## src/rtl/stable_timer_unit.sv

```systemverilog
// Free-running stable counter plus N_TIMER independent countdown channels with pending interrupts.
// Define TIMER_HALT_EN to add a debug halt input that freezes the counters.
//
// state    | meaning
// ---------+------------------------------------------------------------
// ST_IDLE  | channel disabled, tval holds its value
// ST_COUNT | channel enabled, tval counts down; expiry at tval == 0
module stable_timer_unit #(
  parameter int CNT_WIDTH  = 64,
  parameter int TVAL_WIDTH = 32,
  parameter int N_TIMER    = 2
) (
  input  logic                  clk,
  input  logic                  resetn,
`ifdef TIMER_HALT_EN
  input  logic                  halt,
`endif
  input  logic                  cfg_we,
  input  logic [2:0]            cfg_sel,
  input  logic [TVAL_WIDTH-1:0] cfg_wdata,
  input  logic                  clr_we,
  input  logic [2:0]            clr_sel,
  input  logic [2:0]            rd_sel,
  output logic [TVAL_WIDTH-1:0] rd_tcfg,
  output logic [TVAL_WIDTH-1:0] rd_tval,
  output logic [CNT_WIDTH-1:0]  stable_cnt,
  output logic [N_TIMER-1:0]    timer_int
);

  typedef enum logic {ST_IDLE = 1'b0, ST_COUNT = 1'b1} state_t;

  state_t                state_q [N_TIMER];
  state_t                state_d [N_TIMER];
  logic [TVAL_WIDTH-1:0] tcfg_q  [N_TIMER];
  logic [TVAL_WIDTH-1:0] tcfg_d  [N_TIMER];
  logic [TVAL_WIDTH-1:0] tval_q  [N_TIMER];
  logic [TVAL_WIDTH-1:0] tval_d  [N_TIMER];
  logic [N_TIMER-1:0]    pend_q;
  logic [N_TIMER-1:0]    pend_d;
  logic [N_TIMER-1:0]    cfg_hit;
  logic [N_TIMER-1:0]    clr_hit;
  logic [N_TIMER-1:0]    expire;
  logic                  run;

`ifdef TIMER_HALT_EN
  assign run = ~halt;
`else
  assign run = 1'b1;
`endif

  always_ff @(posedge clk or negedge resetn) begin
    if (!resetn) begin
      stable_cnt <= '0;
      pend_q     <= '0;
      for (int i = 0; i < N_TIMER; i++) begin
        state_q[i] <= ST_IDLE;
        tcfg_q[i]  <= '0;
        tval_q[i]  <= '0;
      end
    end else begin
      if (run) stable_cnt <= stable_cnt + CNT_WIDTH'(1);
      pend_q <= pend_d;
      for (int i = 0; i < N_TIMER; i++) begin
        state_q[i] <= state_d[i];
        tcfg_q[i]  <= tcfg_d[i];
        tval_q[i]  <= tval_d[i];
      end
    end
  end

  // Selects >= N_TIMER match no channel, so out-of-range writes fall through.
  always_comb begin
    cfg_hit = '0;
    clr_hit = '0;
    expire  = '0;
    pend_d  = pend_q;
    for (int i = 0; i < N_TIMER; i++) begin
      state_d[i] = state_q[i];
      tcfg_d[i]  = tcfg_q[i];
      tval_d[i]  = tval_q[i];
      cfg_hit[i] = cfg_we && (cfg_sel == 3'(i));
      clr_hit[i] = clr_we && (clr_sel == 3'(i));

      if (cfg_hit[i]) begin
        tcfg_d[i]  = cfg_wdata;
        tval_d[i]  = {cfg_wdata[TVAL_WIDTH-1:2], 2'b00};
        state_d[i] = cfg_wdata[0] ? ST_COUNT : ST_IDLE;
      end else if (state_q[i] == ST_COUNT && run) begin
        if (tval_q[i] != '0) begin
          tval_d[i] = tval_q[i] - TVAL_WIDTH'(1);
        end else begin
          expire[i] = 1'b1;
          if (tcfg_q[i][1]) begin
            tval_d[i] = {tcfg_q[i][TVAL_WIDTH-1:2], 2'b00};
          end else begin
            tval_d[i]    = '1;
            tcfg_d[i][0] = 1'b0;
            state_d[i]   = ST_IDLE;
          end
        end
      end

      // Set beats clear when both land on the same edge.
      if (expire[i])       pend_d[i] = 1'b1;
      else if (clr_hit[i]) pend_d[i] = 1'b0;
    end
  end

  assign timer_int = pend_q;

  always_comb begin
    rd_tcfg = '0;
    rd_tval = '0;
    for (int i = 0; i < N_TIMER; i++) begin
      if (rd_sel == 3'(i)) begin
        rd_tcfg = tcfg_q[i];
        rd_tval = tval_q[i];
      end
    end
  end

endmodule

```

## config.mk

```make
export PLATFORM = sky130hd
export DESIGN_NAME = stable_timer_unit
export DESIGN_NICKNAME = d
export VERILOG_FILES = /design/src/rtl/stable_timer_unit.sv
export SDC_FILE = /design/constraint.sdc
export NUM_CORES = 1
export LEC_CHECK = 0
export CAP_MARGIN = 20
export CORE_UTILIZATION = 49
export CTS_CLUSTER_SIZE = 12
export DETAILED_ROUTE_END_ITERATION = 7
export PLACE_DENSITY = 0.74
export SLEW_MARGIN = 20
export SYNTH_ARGS = -nofsm -noshare
export SYNTH_HDL_FRONTEND = slang
export SYNTH_SLANG_ARGS = --single-unit
```

## constraint.sdc

```tcl
create_clock -name clk -period 3.8 [get_ports clk]
set_clock_uncertainty 0.15 [all_clocks]
set_input_delay 1.14 -clock clk [delete_from_list [all_inputs] [get_ports clk]]
set_output_delay 1.14 -clock clk [all_outputs]
set_load 0.05 [all_outputs]
```

* Yosys cells after proc, flatten, opt, wreduce, memory -nomap -nowiden
Cells that the tools add are included.
** Storage, ports and cells
- Output and inout bits :: 130
- Bits of input ports :: 45
- Register bits after elaboration :: 196
- Word-level logic and storage cells :: 75
** Cells by class
- Equality and inequality tests :: 7
- Reduce and logical (&&, ||, !) cells :: 15
- $add $sub $neg :: 3
- Multiplexer cells :: 39
** Operators by type and width (count)
- two-way mux 32 bit :: 12
- adder 64 x 1 -> 64 bit (second input constant) :: 1
- nonzero test 32 bit :: 2
- subtractor 32 x 1 -> 32 bit (second input constant) :: 2
- two-way mux 1 bit :: 27
- == test 3 x 1 -> 1 bit (second input constant) :: 3
- zero test 3 bit :: 3
- nonzero test 2 bit :: 4
- AND reduction 3 bit :: 2
- logical AND 1 bit :: 4
- != test 2 x 1 -> 1 bit (second input constant) :: 2
- != test 2 bit (second input constant) :: 2

* Longest topological paths before layout
Gate-level depths: netlist (run 1).
- Depth after elaboration :: 5
- Mapped depth :: 10
- Depth with buffers taken out :: 8

* Worst setup path before layout (run 1)
Ideal clock, no wire load.
- Path type :: input to output
- Start point :: in rd_sel[0]
- End point :: out rd_tcfg[0]
- Stages :: 3
- Arrival :: 2533 ps
- Setup slack :: -23 ps
- Required time :: 2510 ps
- Buffers on the path :: 1
- Cells stage by stage :: nor3_1 clkbuf_1 a22o_1
** On the way
- Longest elaborated chain between the ends :: 3
- Elaborated cells between the ends (all ways) :: 4
- Those cells by class :: eq/ne (1); mux (2); reduce/logical (1)
** RTL lines
- start: declaration :: line 23 : input logic [2:0] rd_sel,
- zero test 3 bit :: line 115 : if (rd_sel == 3'(i)) begin
- two-way mux 32 bit :: line 115
- two-way mux 32 bit (*) :: line 115
- end: declaration :: line 24 : output logic [TVAL_WIDTH-1:0] rd_tcfg,
Mark *: on every way between the ends. The rest lies on a longest branch, timed or not.

* Final worst setup path (run 1)
- Start point :: in rd_sel[2]
- End point :: out rd_tval[25]
** On the way
- Longest elaborated chain between the ends :: 3
- Elaborated cells between the ends (all ways) :: 4
- Those cells by class :: eq/ne (1); mux (2); reduce/logical (1)
** RTL lines
- zero test 3 bit :: line 115
- two-way mux 32 bit :: line 115
- two-way mux 32 bit (*) :: line 115
- end: declaration :: line 25 : output logic [TVAL_WIDTH-1:0] rd_tval,
Marked as above.

==> reports/qor.txt, run 1 <==
Status -> complete, no violations
Hold_ws -> 0.334 ns
I/O Buffers -> 174
Netlist cell types -> 71
Most frequent cells after synthesis -> 252 x nand2_1, 196 x dfrtp_1, 80 x o21ai_0, 66 x nor2_1, 65 x a21oi_1
Starting Density -> 50.5%
Drt total wl -> 37500 µm
DIE AREA -> 0.0225 mm²
Reg2Reg Setup Slack -> 0.64 ns
FFs w/ async S/R, synth -> 100%
Post-synth top area cell -> dfrtp_1
Vias/cell -> 6.44
Layout cells sized above 1 -> 12.3%
Worst path cell trace -> dlygate4sd2_1, nor3_4, buf_6, bufbuf_16, a22o_1, buf_12
I/O pin total -> 175
CTS Buf Count -> 17
Setup crit end kind -> output port
Die Wd -> 150 µm
Switching share of power -> 38.7%
Reg-to-reg critical path startpoint -> tval_q[32]
Clk network pwr share -> 27.2%
CP arrival -> 2.49 ns
Fill count -> 1703
Pre-CTS setup slack -> -0.148 ns
Crit path largest cell delay -> 0.30 ns
CP Max Fanout -> 12
Vias in the first global route -> 10300
First-pass GRT wire length -> 58700 µm
Slew Limit Headroom -> 31.6%
Worst-margin pin slew -> 1.02 ns
Synthesized area -> 0.0107 mm²
Final setup violation count -> 0
Crit. path cell count -> 6
Sink Count -> 196
Period minus WS final -> 3.78 ns
Sequential power share -> 46.1%
Overall Global Routing Usage -> 34.4%
RR Endpoint -> tval_q[41]
First DRT Iteration DRCs -> 1045
Fin crit share -> 99.4%
Yosys Warn Count -> 0
Power Density -> 470 mW/mm²
CTS Buffer Depth -> 2
CP Buf/Inv Count -> 4
Setup ws final -> 0.0235 ns
Worst VDD drop -> 0.000296 V
Antenna violations before repair -> 1
#FFs+latches synth -> 196
P_leak -> 6.10 nW
Detail Route Antenna Nets -> 0
RSZ-0062 raised after global routing -> yes
Sequential cell area fraction in the yosys report -> 45.7%
Worst hold path type -> flop to flop
Startpoint Class -> input port
Area contributors post-synth -> dfrtp_1 46%, nand2_1 8.8%, a22o_1 5.2%
Post-synth top area share -> 45.7%
Max Slew Vio Count -> 0
Sw Pwr -> 2.61 mW
CTS tree -> yes
Fin. Hold Viols -> 0
Pre-antenna DRT Iters -> 6
Die Y -> 150 µm
H-tree Lvls -> 4
Largest net degree at the start of global routing -> 75
Hpwl dp -> 26300 µm
Via count -> 10800
WL/cell -> 22.3 µm
Req. time, crit path -> 2.51 ns
Row count -> 53
Maxcap violations -> 0
Cell family with most CP delay -> buffers and inverters
Combinational share of power -> 26.8%
Placeable core region -> 0.0212 mm²
Clk slew on worst S/H paths -> 0.08 ns
Avg Inst Size Synth -> 8.76 µm²
Reg2reg path depth -> 9
Cell Int Power -> 4.13 mW
Area grow syn2layout -> 33.8%
NumNets Final -> 1439
Worst hold start -> timer_int[1]
Cells after synthesis -> 1224
Hold endpoint -> timer_int[1]
Post-synthesis net count -> 1274
CTS hold repair buffers -> 0
Register Area -> 0.00490 mm²
Clock root buffer -> clkbuf_16
Number of enable flip-flop cells after synthesis -> 0
CP max stage cell -> bufbuf_16
Count leader, synth -> nand2_1
Residual DRC count -> 0
Clock Latency Late Sink -> 0.44 ns
GRT overflow -> 0
Max Fclk -> 265 MHz
Area of the multi-input gates -> 0.00556 mm²
CP Class -> input port to output port
Top FF cell, synth -> dfrtp_1
Routability cong. -> 0.974
Hold depth -> 2
-- state kept, by name, summed over array words and instances, names as in the netlist --
signal / count
stable_cnt: 64
state_q: 2
tcfg_q: 64
timer_int: 2
tval_q: 64
-- logic make-up after synthesis --
group | count (synthesis) | synth area share, %
compound gates | 328 | 20.8
xor+xnor | 67 | 5.47
fa+ha+maj | 5 | 0.583
buf+inv | 98 | 3.70
flops | 196 | 45.7
mux | 1 | 0.0934
simple gates | 529 | 23.6
-- how the worst max path moves through the flow --
stage	start	to	slack [ns]
3_3_place_gp	rd_sel[0]	rd_tval[21]	-0.09
4_1_cts	rd_sel[1]	rd_tval[25]	0.05
3_5_place_dp	rd_sel[0]	rd_tcfg[28]	-0.15
2_1_floorplan	rd_sel[1]	rd_tcfg[0]	0.15
6_report	rd_sel[2]	rd_tval[25]	0.02
5_1_grt	rd_sel[2]	rd_tcfg[30]	-0.03
-- power groups by stage --
stage	clock network (mW)	registers, mW	logic, mW
after floorplan	0	2.74	1.18
after global placement	0	3.08	1.70
after detailed placement	0	3.08	1.75
after CTS	1.86	3.05	1.78
after global routing	1.93	3.12	1.95
final	1.83	3.11	1.80
-- area by class of cell --
| class | instances | area share (%) |
|---|---|---|
| Antenna cell | 1 | 0.0174 |
| Multi-Input combinational cell | 930 | 38.7 |
| Inverter | 27 | 0.706 |
| Timing Repair Buffer | 217 | 19.9 |
| Clock inverter | 15 | 1.15 |
| Sequential cell | 196 | 34.2 |
| Tap cell | 275 | 2.40 |
| Clock buffer | 17 | 2.96 |
-- routing by layer --
layer / vias up / GRT usage [%] / part of all wire, %
li1: 4794 / - / -
met1: 5211 / 47.1 / 41
met2: 678 / 52.3 / 45
met3: 122 / 7.59 / 11
met4: 0 / 14.9 / 3.5
met5: - / 0 / 0
-- tightest hold or removal path, stage by stage (launching register included) --
cell	delay [ns]
dfrtp_1	0.34
nand2_1	0.05
o21ai_0	0.06
-- placed cells by master (no fill, tap or decap), drive strengths merged, types with 4 or more instances in the layout --
cell type        n
and4             6
clkbuf          18
inv             33
nor2            66
clkdlybuf4s50  106
a21boi           4
nand4           27
clkinv           6
a211oi           7
ha               5
a22oi           14
dfrtp          196
a31oi           13
xor2            25
o311ai           4
buf            106
or4             13
or2              4
nor3            47
o211ai          11
xnor2           42
or3             13
a22o            64
nor4            18
o221ai           4
and2             6
and3            12
a221o            4
nand3           48
o31ai           15
nand2          253
o21ai           81
nor4b            4
a32oi           12
a21oi           65
o21a             6
-- through the flow --
stage                     TNS, ns  instance area [µm²]  std cells  total power, mW  util (%)
after floorplan                 0                10700       1224             3.93         -
after global placement      -5.26                13500       1637             4.77      63.7
after detailed placement    -8.09                13500       1637             4.83      63.7
after CTS                       0                14300       1676             6.69      67.5
after global routing       -0.129                14400       1678             7.01      67.6
final                           0                14400       1678             6.75      67.6
-- timing repair --
action                                  in CTS  in global routing
setup buffers                                4                  1
cloned                                       3                  0
gates resized for setup                     17                  0
endpoints found under the setup margin      64                  3
pin swaps                                    3                  1
(Power assumes the default switching activity.)
==> run 2, diff against run 1 <==
Settings changed: CAP_MARGIN 20 to unset, CORE_UTILIZATION 49 to 54, PLACE_DENSITY 0.74 to 0.81.
==> reports/qor.txt, run 2 (synthesis results as in run 1) <==
Hold_ws -> 0.341 ns (was 0.334 ns)
I/O pin total -> 175 (unchanged)
Via count -> 11000 (was 10800)
Pre-CTS setup slack -> -0.0862 ns (was -0.148 ns)
Worst hold path type -> flop to flop (unchanged)
First-pass GRT wire length -> 58100 µm (was 58700 µm)
CP max stage cell -> dlygate4sd2_1 (was bufbuf_16)
Clock Latency Late Sink -> 0.45 ns (was 0.44 ns)
Worst path cell trace -> dlygate4sd2_1, nor3b_2, buf_6, buf_12, buf_12, a22o_1, buf_12 (was dlygate4sd2_1, nor3_4, buf_6, bufbuf_16, a22o_1, buf_12)
Power Density -> 469 mW/mm² (was 470 mW/mm²)
First DRT Iteration DRCs -> 1474 (was 1045)
CTS hold repair buffers -> 0 (unchanged)
Status -> complete, but fails checks (was complete, no violations)
CP most frequent cell -> buf_12
Sequential power share -> 46.1% (about the same)
RR Endpoint -> tval_q[24] (was tval_q[41])
Setup ws final -> 0.0765 ns (was 0.0235 ns)
Largest net degree at the start of global routing -> 75 (unchanged)
Max Fclk -> 269 MHz (was 265 MHz)
Reg2Reg Setup Slack -> 0.44 ns (was 0.64 ns)
Fill count -> 1376 (was 1703)
Worst Setup SP -> rd_sel[2] (unchanged)
RSZ-0062 raised after global routing -> no (was yes)
Vias in the first global route -> 10500 (was 10300)
Clock root buffer -> clkbuf_16 (unchanged)
Routability cong. -> 0.991 (was 0.974)
CTS Buffer Depth -> 2 (unchanged)
Slew Limit Headroom -> 32.2% (was 31.6%)
Maxcap violations -> 0 (unchanged)
Top Registers -> stable_cnt x64, tcfg_q x64, tval_q x64 (unchanged)
Detail Route Antenna Nets -> 0 (unchanged)
Die Wd -> 143 µm (was 150 µm)
Row count -> 51 (was 53)
Hpwl dp -> 26000 µm (was 26300 µm)
Max Slew Vio Count -> 0 (unchanged)
DIE AREA -> 0.0204 mm² (was 0.0225 mm²)
CTS Buf Count -> 17 (unchanged)
Commonest non-fill, non-tap cell in the layout -> nand2_1 (unchanged)
Pre-antenna DRT Iters -> 8 (was 6)
Worst VDD drop -> 0.000353 V (was 0.000296 V)
WL/cell -> 22.4 µm (was 22.3 µm)
Sw Pwr -> 2.64 mW (was 2.61 mW)
Startpoint Class -> input port (unchanged)
Combinational share of power -> 27.1% (was 26.8%)
Failing checks -> design-rule violations
I/O Buffers -> 174 (unchanged)
Clk network pwr share -> 26.7% (was 27.2%)
Req. time, crit path -> 2.51 ns (about the same)
Residual DRC count -> 3 (was 0)
Sink Count -> 196 (unchanged)
Area grow syn2layout -> 33.9% (was 33.8%)
Worst-margin pin slew -> 1.01 ns (was 1.02 ns)
Crit path largest cell delay -> 0.28 ns (was 0.30 ns)
Placeable core region -> 0.0195 mm² (was 0.0212 mm²)
Die Y -> 143 µm (was 150 µm)
CP arrival -> 2.43 ns (was 2.49 ns)
Layout cells sized above 1 -> 12.2% (was 12.3%)
P_leak -> 6.11 nW (was 6.10 nW)
Period minus WS final -> 3.72 ns (was 3.78 ns)
Drt total wl -> 37100 µm (was 37500 µm)
Overall Global Routing Usage -> 37.4% (was 34.4%)
Setup crit end kind -> output port (unchanged)
GRT overflow -> 0 (unchanged)
Switching share of power -> 39.2% (was 38.7%)
Starting Density -> 55.1% (was 50.5%)
CP Class -> input port to output port (unchanged)
Fin. Hold Viols -> 0 (unchanged)
Cell Int Power -> 4.10 mW (was 4.13 mW)
NumNets Final -> 1431 (was 1439)
Antenna violations before repair -> 1 (unchanged)
H-tree Lvls -> 4 (unchanged)
Clk slew on worst S/H paths -> 0.08 ns (about the same)
CTS tree -> yes (unchanged)
Fin crit share -> 98.0% (was 99.4%)
CP Max Fanout -> 18 (was 12)
Reg2reg path depth -> 6 (was 9)
Most frequent cells in the layout -> 252 x nand2_1, 196 x dfrtp_1, 106 x clkdlybuf4s50_1, 80 x o21ai_0, 75 x buf_12 (was 252 x nand2_1, 196 x dfrtp_1, 106 x clkdlybuf4s50_1, 80 x o21ai_0, 70 x buf_12)
Final setup violation count -> 0 (unchanged)
Worst Setup EP -> rd_tcfg[0] (was rd_tval[25])
Reg-to-reg critical path startpoint -> tval_q[18] (was tval_q[32])
Vias/cell -> 6.61 (was 6.44)
-- run 2: cell types whose count changed in the layout (fill, tap and decap cells not counted), sizes merged --
cell      before  now
clkinv         6    5
clkinvlp       2    1
clkbuf        18   20
bufinv         1    0
inv           33   34
buf          106   98
-- run 2: layout make-up --
class	count	area (µm²)	share of cell area, %
Clock buffer	19	443	3.09
Timing Repair Buffer	209	2830	19.7
Inverter	27	101	0.706
Clock inverter	13	133	0.924
Antenna cell	1	2.50	0.0174
Tap cell	265	332	2.31
Multi-Input combinational cell	930	5610	39.1
Sequential cell	196	4900	34.2
-- run 2: power groups by stage --
stage	combinational, mW	sequential, mW	clock, mW
finish	1.83	3.11	1.80
CTS	1.79	3.05	1.80
floorplan	1.18	2.74	0
detailed placement	1.75	3.06	0
global placement	1.69	3.05	0
global route	1.96	3.12	1.88
-- run 2: metrics by stage --
stage          TNS, ns  power [mW]  instance area [µm²]  util [%]  std cells
2_1_floorplan        0        3.93                10700         -       1224
3_3_place_gp     -2.20        4.74                13500      69.6       1624
3_5_place_dp     -3.27        4.80                13500      69.6       1624
4_1_cts              0        6.64                14400      73.7       1659
5_1_grt              0        6.97                14400      73.8       1660
6_report             0        6.73                14400      73.8       1660
-- run 2: worst min path at each step --
stage	from	endpoint	cells after the start
2_1_floorplan	tcfg_q[46]	tcfg_q[46]	2
3_3_place_gp	stable_cnt[63]	stable_cnt[63]	1
3_5_place_dp	stable_cnt[38]	stable_cnt[38]	1
4_1_cts	stable_cnt[63]	stable_cnt[63]	1
5_1_grt	stable_cnt[63]	stable_cnt[63]	1
6_report	stable_cnt[59]	stable_cnt[59]	1
-- run 2: metal layers --
layer	track usage, %	share of wire [%]	vias to the layer above
met4	18.7	4.8	0
met1	49.6	39	5220
li1	-	-	4782
met2	56.5	44	804
met3	9.99	12	165
met5	0	0	-
-- run 2: repair_timing --
item | CTS | global route
buffers inserted | 1 | 0
hold endpoints to repair | 0 | 0
gates resized for setup | 22 | 0
endpoints found under the setup margin | 64 | 0
-- run 2: critical path: cells and delay by family --
| kind | cells | cell delay [ns] |
|---|---|---|
| simple gates | 1 | 0.21 |
| buf+inv | 5 | 0.86 |
| compound gates | 1 | 0.20 |
